==> src/rtl/instr_fetch_if.sv <==
// Fetch-unit signal bundle: ROM read port, execute-stage redirect, decoder valid/ready handshake.
// The master modport is the fetch unit. The slave modport is the ROM/execute/decoder environment.
interface instr_fetch_if;
    logic        mem_req;
    logic [31:0] mem_addr;
    logic [31:0] mem_rdata;
    logic        redirect_valid;
    logic [31:0] redirect_pc;
    logic        instr_valid;
    logic        instr_ready;
    logic [31:0] instr_data;
    logic [31:0] instr_pc;
    logic        misalign_err;

    modport master (
        output mem_req, mem_addr, instr_valid, instr_data, instr_pc, misalign_err,
        input  mem_rdata, redirect_valid, redirect_pc, instr_ready
    );

    modport slave (
        input  mem_req, mem_addr, instr_valid, instr_data, instr_pc, misalign_err,
        output mem_rdata, redirect_valid, redirect_pc, instr_ready
    );
endinterface

==> src/rtl/instr_fetch.sv <==
// Instruction fetch: sequential PC, one-cycle-latency ROM port, DEPTH-entry prefetch FIFO.
// Optional IFETCH_ALIGN_CHECK_EN: misaligned redirect targets halt fetch and raise misalign_err.
module instr_fetch #(
    parameter logic [31:0] RESET_PC = 32'h0000_0000,
    parameter int unsigned DEPTH    = 4
) (
    input logic           clk,
    input logic           rst,
    instr_fetch_if.master bus
);
    localparam int unsigned PtrW = (DEPTH > 1) ? $clog2(DEPTH) : 1;
    localparam int unsigned CntW = PtrW + 1;
    localparam logic [CntW:0] DepthOcc = (CntW + 1)'(DEPTH);

    logic [31:0]     fetch_pc_q, fetch_pc_d;
    logic            inflight_q, inflight_d;
    logic [31:0]     inflight_pc_q, inflight_pc_d;
    logic [PtrW-1:0] wr_ptr_q, wr_ptr_d;
    logic [PtrW-1:0] rd_ptr_q, rd_ptr_d;
    logic [CntW-1:0] count_q, count_d;
    logic [31:0]     pc_mem   [DEPTH];
    logic [31:0]     data_mem [DEPTH];

    logic            halted;
    logic [31:0]     redirect_target;
    logic [CntW:0]   occupancy;
    logic            issue;
    logic            push;
    logic            pop;
    logic            head_valid;

`ifdef IFETCH_ALIGN_CHECK_EN
    logic halted_q, halted_d;
    logic misalign_q, misalign_d;

    always_ff @(posedge clk) begin
        if (rst) begin
            halted_q   <= 1'b0;
            misalign_q <= 1'b0;
        end else begin
            halted_q   <= halted_d;
            misalign_q <= misalign_d;
        end
    end

    // Every redirect re-evaluates alignment; an aligned target clears the halt.
    always_comb begin
        halted_d   = halted_q;
        misalign_d = misalign_q;
        if (bus.redirect_valid) begin
            halted_d   = (bus.redirect_pc[1:0] != 2'b00);
            misalign_d = (bus.redirect_pc[1:0] != 2'b00);
        end
    end

    assign halted           = halted_q;
    assign bus.misalign_err = misalign_q;
    assign redirect_target  = bus.redirect_pc;
`else
    logic unused_align;
    assign unused_align     = ^bus.redirect_pc[1:0];
    assign halted           = 1'b0;
    assign bus.misalign_err = 1'b0;
    assign redirect_target  = {bus.redirect_pc[31:2], 2'b00};
`endif

    // Count the in-flight read so a late response always finds a free slot.
    assign occupancy  = {1'b0, count_q} + {{CntW{1'b0}}, inflight_q};
    assign issue      = !rst && !bus.redirect_valid && !halted && (occupancy < DepthOcc);
    assign push       = inflight_q && !bus.redirect_valid;
    assign head_valid = (count_q != '0);
    assign pop        = head_valid && bus.instr_ready;

    always_comb begin
        fetch_pc_d    = fetch_pc_q;
        inflight_d    = 1'b0;
        inflight_pc_d = inflight_pc_q;
        wr_ptr_d      = wr_ptr_q;
        rd_ptr_d      = rd_ptr_q;
        count_d       = count_q;
        if (bus.redirect_valid) begin
            fetch_pc_d = redirect_target;
            wr_ptr_d   = '0;
            rd_ptr_d   = '0;
            count_d    = '0;
        end else begin
            if (issue) begin
                fetch_pc_d    = fetch_pc_q + 32'd4;
                inflight_d    = 1'b1;
                inflight_pc_d = fetch_pc_q;
            end
            if (push) begin
                wr_ptr_d = wr_ptr_q + 1'b1;
            end
            if (pop) begin
                rd_ptr_d = rd_ptr_q + 1'b1;
            end
            count_d = count_q + CntW'(push) - CntW'(pop);
        end
    end

    always_ff @(posedge clk) begin
        if (rst) begin
            fetch_pc_q    <= RESET_PC;
            inflight_q    <= 1'b0;
            inflight_pc_q <= 32'h0;
            wr_ptr_q      <= '0;
            rd_ptr_q      <= '0;
            count_q       <= '0;
        end else begin
            fetch_pc_q    <= fetch_pc_d;
            inflight_q    <= inflight_d;
            inflight_pc_q <= inflight_pc_d;
            wr_ptr_q      <= wr_ptr_d;
            rd_ptr_q      <= rd_ptr_d;
            count_q       <= count_d;
        end
    end

    always_ff @(posedge clk) begin
        if (push && !rst) begin
            pc_mem[wr_ptr_q]   <= inflight_pc_q;
            data_mem[wr_ptr_q] <= bus.mem_rdata;
        end
    end

    assign bus.mem_req     = issue;
    assign bus.mem_addr    = fetch_pc_q;
    assign bus.instr_valid = head_valid;
    assign bus.instr_data  = head_valid ? data_mem[rd_ptr_q] : 32'h0;
    assign bus.instr_pc    = head_valid ? pc_mem[rd_ptr_q] : 32'h0;
endmodule
==> src/flat_wrapper.sv <==
// flat-port wrapper written by rule: the top's interface ports become plain ports
module instr_fetch_flat 
#(
    parameter logic [31:0] RESET_PC = 32'h0000_0000,
    parameter int unsigned DEPTH    = 4
)
  (clk, rst, bus_mem_req, bus_mem_addr, bus_instr_valid, bus_instr_data, bus_instr_pc, bus_misalign_err, bus_mem_rdata, bus_redirect_valid, bus_redirect_pc, bus_instr_ready);
  instr_fetch_if bus_i ();
  input logic clk;
  input logic rst;
  output wire logic [$bits(bus_i.mem_req)-1:0] bus_mem_req;
  output wire logic [$bits(bus_i.mem_addr)-1:0] bus_mem_addr;
  output wire logic [$bits(bus_i.instr_valid)-1:0] bus_instr_valid;
  output wire logic [$bits(bus_i.instr_data)-1:0] bus_instr_data;
  output wire logic [$bits(bus_i.instr_pc)-1:0] bus_instr_pc;
  output wire logic [$bits(bus_i.misalign_err)-1:0] bus_misalign_err;
  input wire logic [$bits(bus_i.mem_rdata)-1:0] bus_mem_rdata;
  input wire logic [$bits(bus_i.redirect_valid)-1:0] bus_redirect_valid;
  input wire logic [$bits(bus_i.redirect_pc)-1:0] bus_redirect_pc;
  input wire logic [$bits(bus_i.instr_ready)-1:0] bus_instr_ready;
  assign bus_mem_req = bus_i.mem_req;
  assign bus_mem_addr = bus_i.mem_addr;
  assign bus_instr_valid = bus_i.instr_valid;
  assign bus_instr_data = bus_i.instr_data;
  assign bus_instr_pc = bus_i.instr_pc;
  assign bus_misalign_err = bus_i.misalign_err;
  assign bus_i.mem_rdata = bus_mem_rdata;
  assign bus_i.redirect_valid = bus_redirect_valid;
  assign bus_i.redirect_pc = bus_redirect_pc;
  assign bus_i.instr_ready = bus_instr_ready;
  instr_fetch #(.RESET_PC(RESET_PC), .DEPTH(DEPTH)) u_core (.clk(clk), .rst(rst), .bus(bus_i));
endmodule
==> config.mk <==
export PLATFORM = sky130hd
export DESIGN_NAME = instr_fetch_flat
export DESIGN_NICKNAME = d
export VERILOG_FILES = /design/src/rtl/instr_fetch_if.sv /design/src/rtl/instr_fetch.sv /design/src/flat_wrapper.sv
export SDC_FILE = /design/constraint.sdc
export NUM_CORES = 1
export LEC_CHECK = 0
export ABC_CLOCK_PERIOD_IN_PS = 2400
export BUFFER_PORTS_ARGS = -buffer_cell sky130_fd_sc_hd__buf_2
export CAP_MARGIN = 20
export CELL_PAD_IN_SITES_DETAIL_PLACEMENT = 0
export CELL_PAD_IN_SITES_GLOBAL_PLACEMENT = 1
export CORE_AREA = 2 2 176 178
export CTS_CLUSTER_SIZE = 40
export DETAILED_ROUTE_END_ITERATION = 16
export DIE_AREA = 0 0 178 180
export GPL_TIMING_DRIVEN = 0
export PLACE_DENSITY = 0.74
export SKIP_LAST_GASP = 1
export SLEW_MARGIN = 20
export SYNTH_ARGS = -nofsm -noshare
export SYNTH_HDL_FRONTEND = slang
export SYNTH_SLANG_ARGS = --single-unit
==> constraint.sdc <==
create_clock -name clk -period 2.4 [get_ports clk]
set_clock_uncertainty 0.05 [all_clocks]
set_input_delay 0.12 -clock clk [delete_from_list [all_inputs] [get_ports clk]]
set_output_delay 0.12 -clock clk [all_outputs]
set_load 0.05 [all_outputs]
**Word-level counts from Yosys, hierarchy flattened**

Memories as Yosys holds them, arrays and structs flattened. A register that Yosys moved wholly into a read port is not among the register bits.
Cells that the tools add are included.

- Bitwise logic cells: 1
- Reduce and logical (&&, ||, !) cells: 11
- Multiplexer cells: 11
- Order comparisons: 1
- Add/sub/neg operators: 6

Operators by type and width:

| kind | number |
|---|---|
| 2-to-1 mux 32 bit | 4 |
| adder 32 x 3 -> 32 bit (second input constant) | 1 |
| 2-to-1 mux 2 bit | 4 |
| logical AND 1 bit | 5 |
| adder 2 x 1 -> 2 bit (second input constant) | 2 |
| adder 3 x 1 -> 4 bit | 1 |
| < comparator 4 x 3 -> 1 bit (second input constant) | 1 |
| adder 3 x 1 -> 3 bit | 1 |
| 2-to-1 mux 1 bit | 3 |
| nonzero test 3 bit | 1 |
| subtractor 3 x 1 -> 3 bit | 1 |
| logical NOT 1 bit | 2 |
| AND reduction 2 bit | 1 |
| nonzero test 2 bit | 1 |
| OR reduction 2 bit | 1 |
| NOT 1 bit | 1 |

- Flip-flop bits (word level): 72
- Logic and storage cells: 39
- Memories: 2
- Bits in writable memories: 256
- Output and inout bits: 99

Memory list:

| name | words | bits a word | rd ports | clocked after memory_dff | write ports | line | source |
|---|---|---|---|---|---|---|---|
| u_core.data_mem | 4 | 32 | 1 | 1 | 1 | instr_fetch.sv:22 | `logic [31:0] data_mem [DEPTH];` |
| u_core.pc_mem | 4 | 32 | 1 | 1 | 1 | instr_fetch.sv:21 | `logic [31:0] pc_mem [DEPTH];` |

**Depth between registers and ports, before layout**

Gate-level depths: netlist of run 1.

- Depth after elaboration: 5
- Depth in mapped cells: 10

**Worst setup path after synthesis of run 1**

OpenSTA, ideal clock, no wires.

- Path kind: input -> register
- Start point: input bus_redirect_valid
- End point: memory u_core.data_mem[0][0] (enable)
- Slack: -167 ps
- Setup time: 427 ps
- Data required time: 1923 ps
- Stages on the path: 3
- Path buffers: 1
- Arrival time: 2090 ps
- Path through: clkbuf_1 -> nor2_1 -> and3_1

- Word-level cells in the longest chain between the ends: 5

RTL lines:

| what | line | source |
|---|---|---|
| start: declaration | flat_wrapper.sv:18 | `input wire logic [$bits(bus_i.redirect_valid)-1:0] bus_redirect_valid;` |
| logical NOT 1 bit | instr_fetch.sv:70 | `assign push = inflight_q && !bus.redirect_valid;` |
| logical AND 1 bit | instr_fetch.sv:70 |  |
| logical AND 1 bit | instr_fetch.sv:121 | `if (push && !rst) begin` |
| 2-to-1 mux 1 bit | instr_fetch.sv:121 |  |
| 2-to-1 mux 1 bit (not written as such) | instr_fetch.sv:123 | `data_mem[wr_ptr_q] <= bus.mem_rdata;` |
| end: declaration | instr_fetch.sv:22 |  |

Every way passes these cells.

**Worst setup path after layout of run 1**

- Start point: register u_core.count_q[1]
- End point: output bus_mem_req

- Word-level cells in the longest chain between the ends: 3

RTL lines:

| what | line | source |
|---|---|---|
| start: declaration | instr_fetch.sv:20 | `logic [CntW-1:0] count_q, count_d;` |
| start signal: assignment | instr_fetch.sv:116 | `count_q <= count_d;` |
| adder 3 x 1 -> 4 bit | instr_fetch.sv:68 | `assign occupancy = {1'b0, count_q} + {{CntW{1'b0}}, inflight_q};` |
| < comparator 4 x 3 -> 1 bit | instr_fetch.sv:69 | `assign issue = !rst && !bus.redirect_valid && !halted && (occupancy < DepthOcc);` |
| logical AND 1 bit | instr_fetch.sv:69 |  |
| end: declaration | flat_wrapper.sv:11 | `output wire logic [$bits(bus_i.mem_req)-1:0] bus_mem_req;` |

Every way passes these cells.

==> reports/qor.txt, run 1 <==
outcome -> finished, final reports clean
flops & latches, synth -> 318
Syn. warnings -> 0
syn avg cell area -> 15.68 sq um
Post-Place Cells -> 1375
Non-Filler Instances -> 1502
DRT iter0 DRCs -> 345
diode count -> 0
hpwl dp -> 17920 microns
CP max FO -> 10
RSZ-0062 raised after global routing -> true
RR Startpoint -> u_core.count_q[1]$_SDFF_PP0_
pwr dens -> 784.7 nW/um^2
total congestion overflow -> 0
endpoint class of the critical path -> output pin
crit path from -> u_core.count_q[1]$_SDFF_PP0_
CP max stage cell -> dfxtp_2
Worst-path clk slew -> 60 ps
Synth async-reset ratio -> 0%
minimum clock period -> 2378 ps
Seq/Total Area, Yosys -> 69.43%
core area -> 30190 sq um
clk_lat worst skew -> 520 ps
vias in the first global route -> 7834
DR pass1 iterations -> 4
routability congestion estimate -> 0.8816
crit path cell chain -> ha_1 -> o211a_1 -> o32a_4 -> buf_6 -> clkinvlp_4 -> buf_6 -> buf_8
Synth Cell Area -> 12740 sq um
clk buf depth -> 3
commonest non-fill, non-tap cell in the layout -> edfxtp_1
first-pass GRT wire length -> 43830 microns
Max-Cap Viols -> 0
post-layout instance area -> 16070 sq um
Critical Path AT -> 2210 ps
Die W -> 178 microns
antenna violations before repair -> 0
GR Util All Layers -> 17.76%
post-synthesis cell count -> 813
final count of hold timing violations -> 0
# setup viols final -> 0
DP Worst Slack -> -318.7 ps
most used cell, CP -> buf_6
crit-path max cell delay -> 350 ps
port bufs -> 158
final setup margin -> 21.57 ps
root buffer selected by CTS -> clkbuf_16
Die Span Y -> 180 microns
maximum clock frequency -> 420.4 MHz
Post-synth EDFFs -> 248
initial core utilization -> 42.22%
H-Tree Depth -> 2
layout cell share with drive strength beyond 1 -> 29.66%
Area Growth Syn to Fin -> 26.11%
Slew headroom -> 51.58%
largest area contributor in the netlist -> edfxtp_1
DRC viols -> 0
via count -> 7665
fin util -> 53.24%
Hold WC Path Type -> in2reg
Rows -> 64
measured slew at the worst slew-check pin -> 719.7 ps
placed cell area -> 14150 sq um
Post-Route WL -> 27890 microns
largest net degree at the start of global routing -> 36
Critical Setup Path Class -> reg2out
CTS tree -> yes
CTS buffer count -> 36
period utilization -> 99.10%
Peak supply drop -> 438.8 uV
Slew Limit Fails -> 0
IO Pins -> 167
Critical Path Source Type -> register
leading post-synthesis cells by cell area -> edfxtp_1 58%, dfxtp_1 11%, mux4_2 11%
Synth top area share -> 58.43%
die area -> 32040 sq um
Sink Count -> 318
vias per cell -> 5.103
CP Data Required Time -> 2230 ps
unique cell type count in the Yosys netlist -> 50
ANT nets after route -> 0
most frequent cells in the layout -> 248 x edfxtp_1, 162 x buf_2, 76 x nand2_1
Leak -> 5.902 nW
final net count -> 1155
Post-synth top flop -> edfxtp_1
hold path startpoint -> bus_instr_ready
flop-to-flop setup slack -> 50 ps
WL per Instance -> 18.57 microns
[worst max-delay path, delay by kind of cell, from the launching register on]
kind	cells	cell delay [ps]
buffers and inverters	4	530
adder cells (fa/ha/maj)	1	210
AO/OA/AOI/OAI	2	610
flip-flops	1	350
[kinds of logic (layout without fill, tap and decap cells)]
kind of cell,count (synthesis),after routing,share of synthesized area (%)
buffers and inverters,73,362,2.582
muxes,66,66,11.28
DFF,318,318,69.43
AOI/OAI and AO/OA,91,91,4.398
adders and majority gates,9,9,0.9425
other,1,5,0.02942
and+or+nand+nor,234,234,9.896
xor gates and xnor gates,21,21,1.443
[state kept, by name, indices dropped and copies added (netlist names), named ones only]
register              count
u_core.count_q            3
u_core.inflight_pc_q     30
u_core.inflight_q         1
u_core.rd_ptr_q           2
u_core.wr_ptr_q           2
u_core.bus.mem_addr      30
u_core.data_mem         128
u_core.pc_mem           120
[metrics by stage]
| stage | setup TNS [ps] | power [mW] | hold WS (ps) |
|---|---|---|---|
| after global routing | -150.7 | 13.05 | 74.05 |
| after floorplan | 0 | 6.838 | 168.9 |
| after CTS | 0 | 12.75 | 15.69 |
| final | 0 | 12.61 | 23.41 |
| after global placement | -152310 | 7.144 | 283.0 |
| after detailed placement | -8092 | 7.156 | 287.1 |
[synth_stat cells (9+ instances only)]
master,number
edfxtp_1,248
nand2_1,76
dfxtp_1,70
and2_1,64
mux4_2,62
a21oi_1,51
clkbuf_1,33
inv_1,20
nand4_1,18
nor2_1,15
xnor2_1,13
buf_2,11
o21a_1,11
and3_1,9
nand3_1,9
[layout make-up]
type,count,area [sq um]
sequential,318,8856
clock buffer,46,999.7
multi-input combinational,426,3613
inverter,20,78.83
tap,396,495.5
timing repair buffer,226,1519
fill,2527,14120
buffer,50,304.0
clock inverter,20,206.4
[path summary, 6_finish.rpt]
path | end | cells past startpoint
setup / recovery | bus_mem_req | 7
setup reg to reg | u_core.count_q[2]$_SDFF_PP0_ | 9
hold / removal | register | 4
hold reg to reg | u_core.inflight_pc_q[8]$_SDFFE_PP0P_ | 2
[power breakdown]
part	switching [mW]	internal, mW
Combinational	0.682	0.353
Clock	2.10	3.38
Sequential	0.101	5.99
Total	2.88	9.73
[metal layers]
metal	GRT usage (%)	up-vias	part of all wire, %
met5	0	-	0
met4	5.410	0	2.4
met3	3.257	48	5.1
met2	29.29	215	48
met1	23.96	3783	45
li1	-	3619	-
[timing repair]
| action | in CTS | in global routing |
|---|---|---|
| pin swaps | 0 | 1 |
| endpoints found under the hold margin | 158 | 0 |
| hold buffers | 63 | 0 |
| endpoints found under the setup margin | 88 | 41 |
| resized for setup | 32 | 7 |
| gates cloned | 0 | 0 |
| setup buffers | 1 | 0 |
Note: power is estimated with default switching activity, not from simulation.
==> run 2: changes to the inputs <==
--- a/config.mk
+++ b/config.mk
@@ -10,12 +10,13 @@
 export CAP_MARGIN = 20
 export CELL_PAD_IN_SITES_DETAIL_PLACEMENT = 0
 export CELL_PAD_IN_SITES_GLOBAL_PLACEMENT = 1
-export CORE_AREA = 2 2 176 178
+export CORE_AREA = 2 2 229 231
 export CTS_CLUSTER_SIZE = 40
 export DETAILED_ROUTE_END_ITERATION = 16
-export DIE_AREA = 0 0 178 180
+export DIE_AREA = 0 0 231 233
 export GPL_TIMING_DRIVEN = 0
-export PLACE_DENSITY = 0.74
+export PLACE_DENSITY = 0.48
+export SETUP_SLACK_MARGIN = 0.1
 export SKIP_LAST_GASP = 1
 export SLEW_MARGIN = 20
 export SYNTH_ARGS = -nofsm -noshare
==> reports/qor.txt, run 2 (synthesis gave the netlist of run 1 again) <==
total congestion overflow -> 0
Slew headroom -> 48.20%
initial core utilization -> 24.94%
vias in the first global route -> 8164
Clock power frac -> 43.6%
CP max FO -> 6
Rows -> 83
Tot Pwr -> 13.06 mW
final count of hold timing violations -> 0
biggest regs -> u_core.data_mem x128, u_core.pc_mem x120
vias per cell -> 4.299
RSZ-0062 raised after global routing -> true
CP max stage cell -> mux4_2
Critical Path Source Type -> register
Critical Path AT -> 2100 ps
GR Util All Layers -> 12.97%
DRT iter0 DRCs -> 446
Leak -> 6.266 nW
hpwl dp -> 22600 microns
Max-Cap Viols -> 0
largest net degree at the start of global routing -> 41
measured slew at the worst slew-check pin -> 774.2 ps
hold path startpoint -> bus_redirect_valid
sequential share of power -> 46.7%
CP Data Required Time -> 2230 ps
switching part of the total -> 23.47%
routability congestion estimate -> 0.7540
DR pass1 iterations -> 5
core area -> 51090 sq um
via count -> 7812
CTS tree -> yes
Peak supply drop -> 379.8 uV
minimum clock period -> 2270 ps
Sink Count -> 318
Worst-path clk slew -> 60 ps
CTS buffer count -> 38
outcome -> finished, final reports clean
Hold WC Path Type -> in2reg
Pint -> 9.996 mW
Combinational Power Share -> 9.7%
Area Growth Syn to Fin -> 37.49%
worst hold slack -> 63.96 ps
final net count -> 1184
endpoint class of the critical path -> output pin
IO Pins -> 167
clk buf depth -> 3
flop-to-flop setup slack -> 130 ps
port bufs -> 158
# setup viols final -> 0
root buffer selected by CTS -> clkbuf_16
H-Tree Depth -> 2
Critical Setup Path Class -> reg2out
max reg flops -> 128
crit path cell chain -> buf_6 -> clkbuf_16 -> mux4_2 -> and2_1 -> buf_4
Die W -> 231 microns
first-pass GRT wire length -> 52030 microns
clk_lat worst skew -> 540 ps
Top reg by flops -> u_core.data_mem
cell family with most CP delay -> buffers and inverters
maximum clock frequency -> 440.5 MHz
net switching power -> 3.065 mW
antenna violations before repair -> 1
Total Negative Setup Slacks -> 0 ps
commonest non-fill, non-tap cell in the layout -> edfxtp_1
period utilization -> 94.59%
die area -> 53820 sq um
crit-path max cell delay -> 510 ps
RR Startpoint -> u_core.count_q[2]$_SDFF_PP0_
WL per Instance -> 19.16 microns
# fillers -> 5063
pwr dens -> 745.3 nW/um^2
DRC viols -> 0
Die Span Y -> 233 microns
Slew Limit Fails -> 0
fin util -> 34.30%
ANT nets after route -> 0
layout cell share with drive strength beyond 1 -> 35.56%
Post-Route WL -> 34820 microns
worst path bufs/invs -> 3
most frequent cells in the layout -> 248 x edfxtp_1, 99 x buf_2, 76 x nand2_1
[run 2: worst reg2reg max path, stage by stage, from the launching register on]
cell and delay, ps:
dfxtp_4 350, or3_4 420, clkbuf_16 200, and2_4 160, ha_4 210, inv_4 50
ha_4 130, inv_4 30, fa_2 510, nor2_1 40
[run 2: through the flow]
step           std cells  cell area [sq um]  setup slack (ps)
6_report            1817              17520             129.8
5_1_grt             1816              17520             33.43
4_1_cts             1804              17010             38.37
3_5_place_dp        1660              14540            -307.7
3_3_place_gp        1655              14410            -966.7
2_1_floorplan        817              12760             133.9
[run 2: what timing repair did]
item	in CTS	in global routing
gates cloned	2	5
pin swaps	8	23
hold endpoints to repair	166	0
setup endpoints to repair	90	82
resized for setup	143	123
setup buffers	11	7
hold buffers	63	0
[run 2: power by group through the flow]
stage	logic (mW)	clock network, mW	registers (mW)
after floorplan	0.552	0	6.29
after detailed placement	0.988	0	6.21
after CTS	1.19	5.91	6.09
after global routing	1.36	6.11	6.10
final	1.27	5.70	6.09
after global placement	0.975	0	6.21
[run 2: cell type report]
cell class	instances	area (sq um)	area share, %
Antenna cell	1	2.502	0.01428
Buffer	52	464.2	2.649
Clock buffer	52	1085	6.191
Clock inverter	17	162.7	0.9282
Inverter	20	83.83	0.4784
Multi-Input combinational cell	426	3774	21.54
Sequential cell	318	8864	50.58
Tap cell	680	850.8	4.855
Timing Repair Buffer	251	2237	12.77
[run 2: final timing paths]
path / end / cells after the start
worst max-delay path: bus_instr_pc[10] / 5
worst min-delay path: u_core.bus.mem_addr[25]$_SDFFE_PP0P_ / 4
worst max register to register: u_core.count_q[1]$_SDFF_PP0_ / 9
worst min register to register: u_core.inflight_pc_q[20]$_SDFFE_PP0P_ / 2
[run 2: routing by layer]
metal	wire (microns)	global-route usage, %	vias to the layer above
met5	0	0	-
met3	1815	2.966	47
met2	16290	20.92	190
met4	680	3.609	0
li1	-	-	3674
met1	16040	17.47	3901
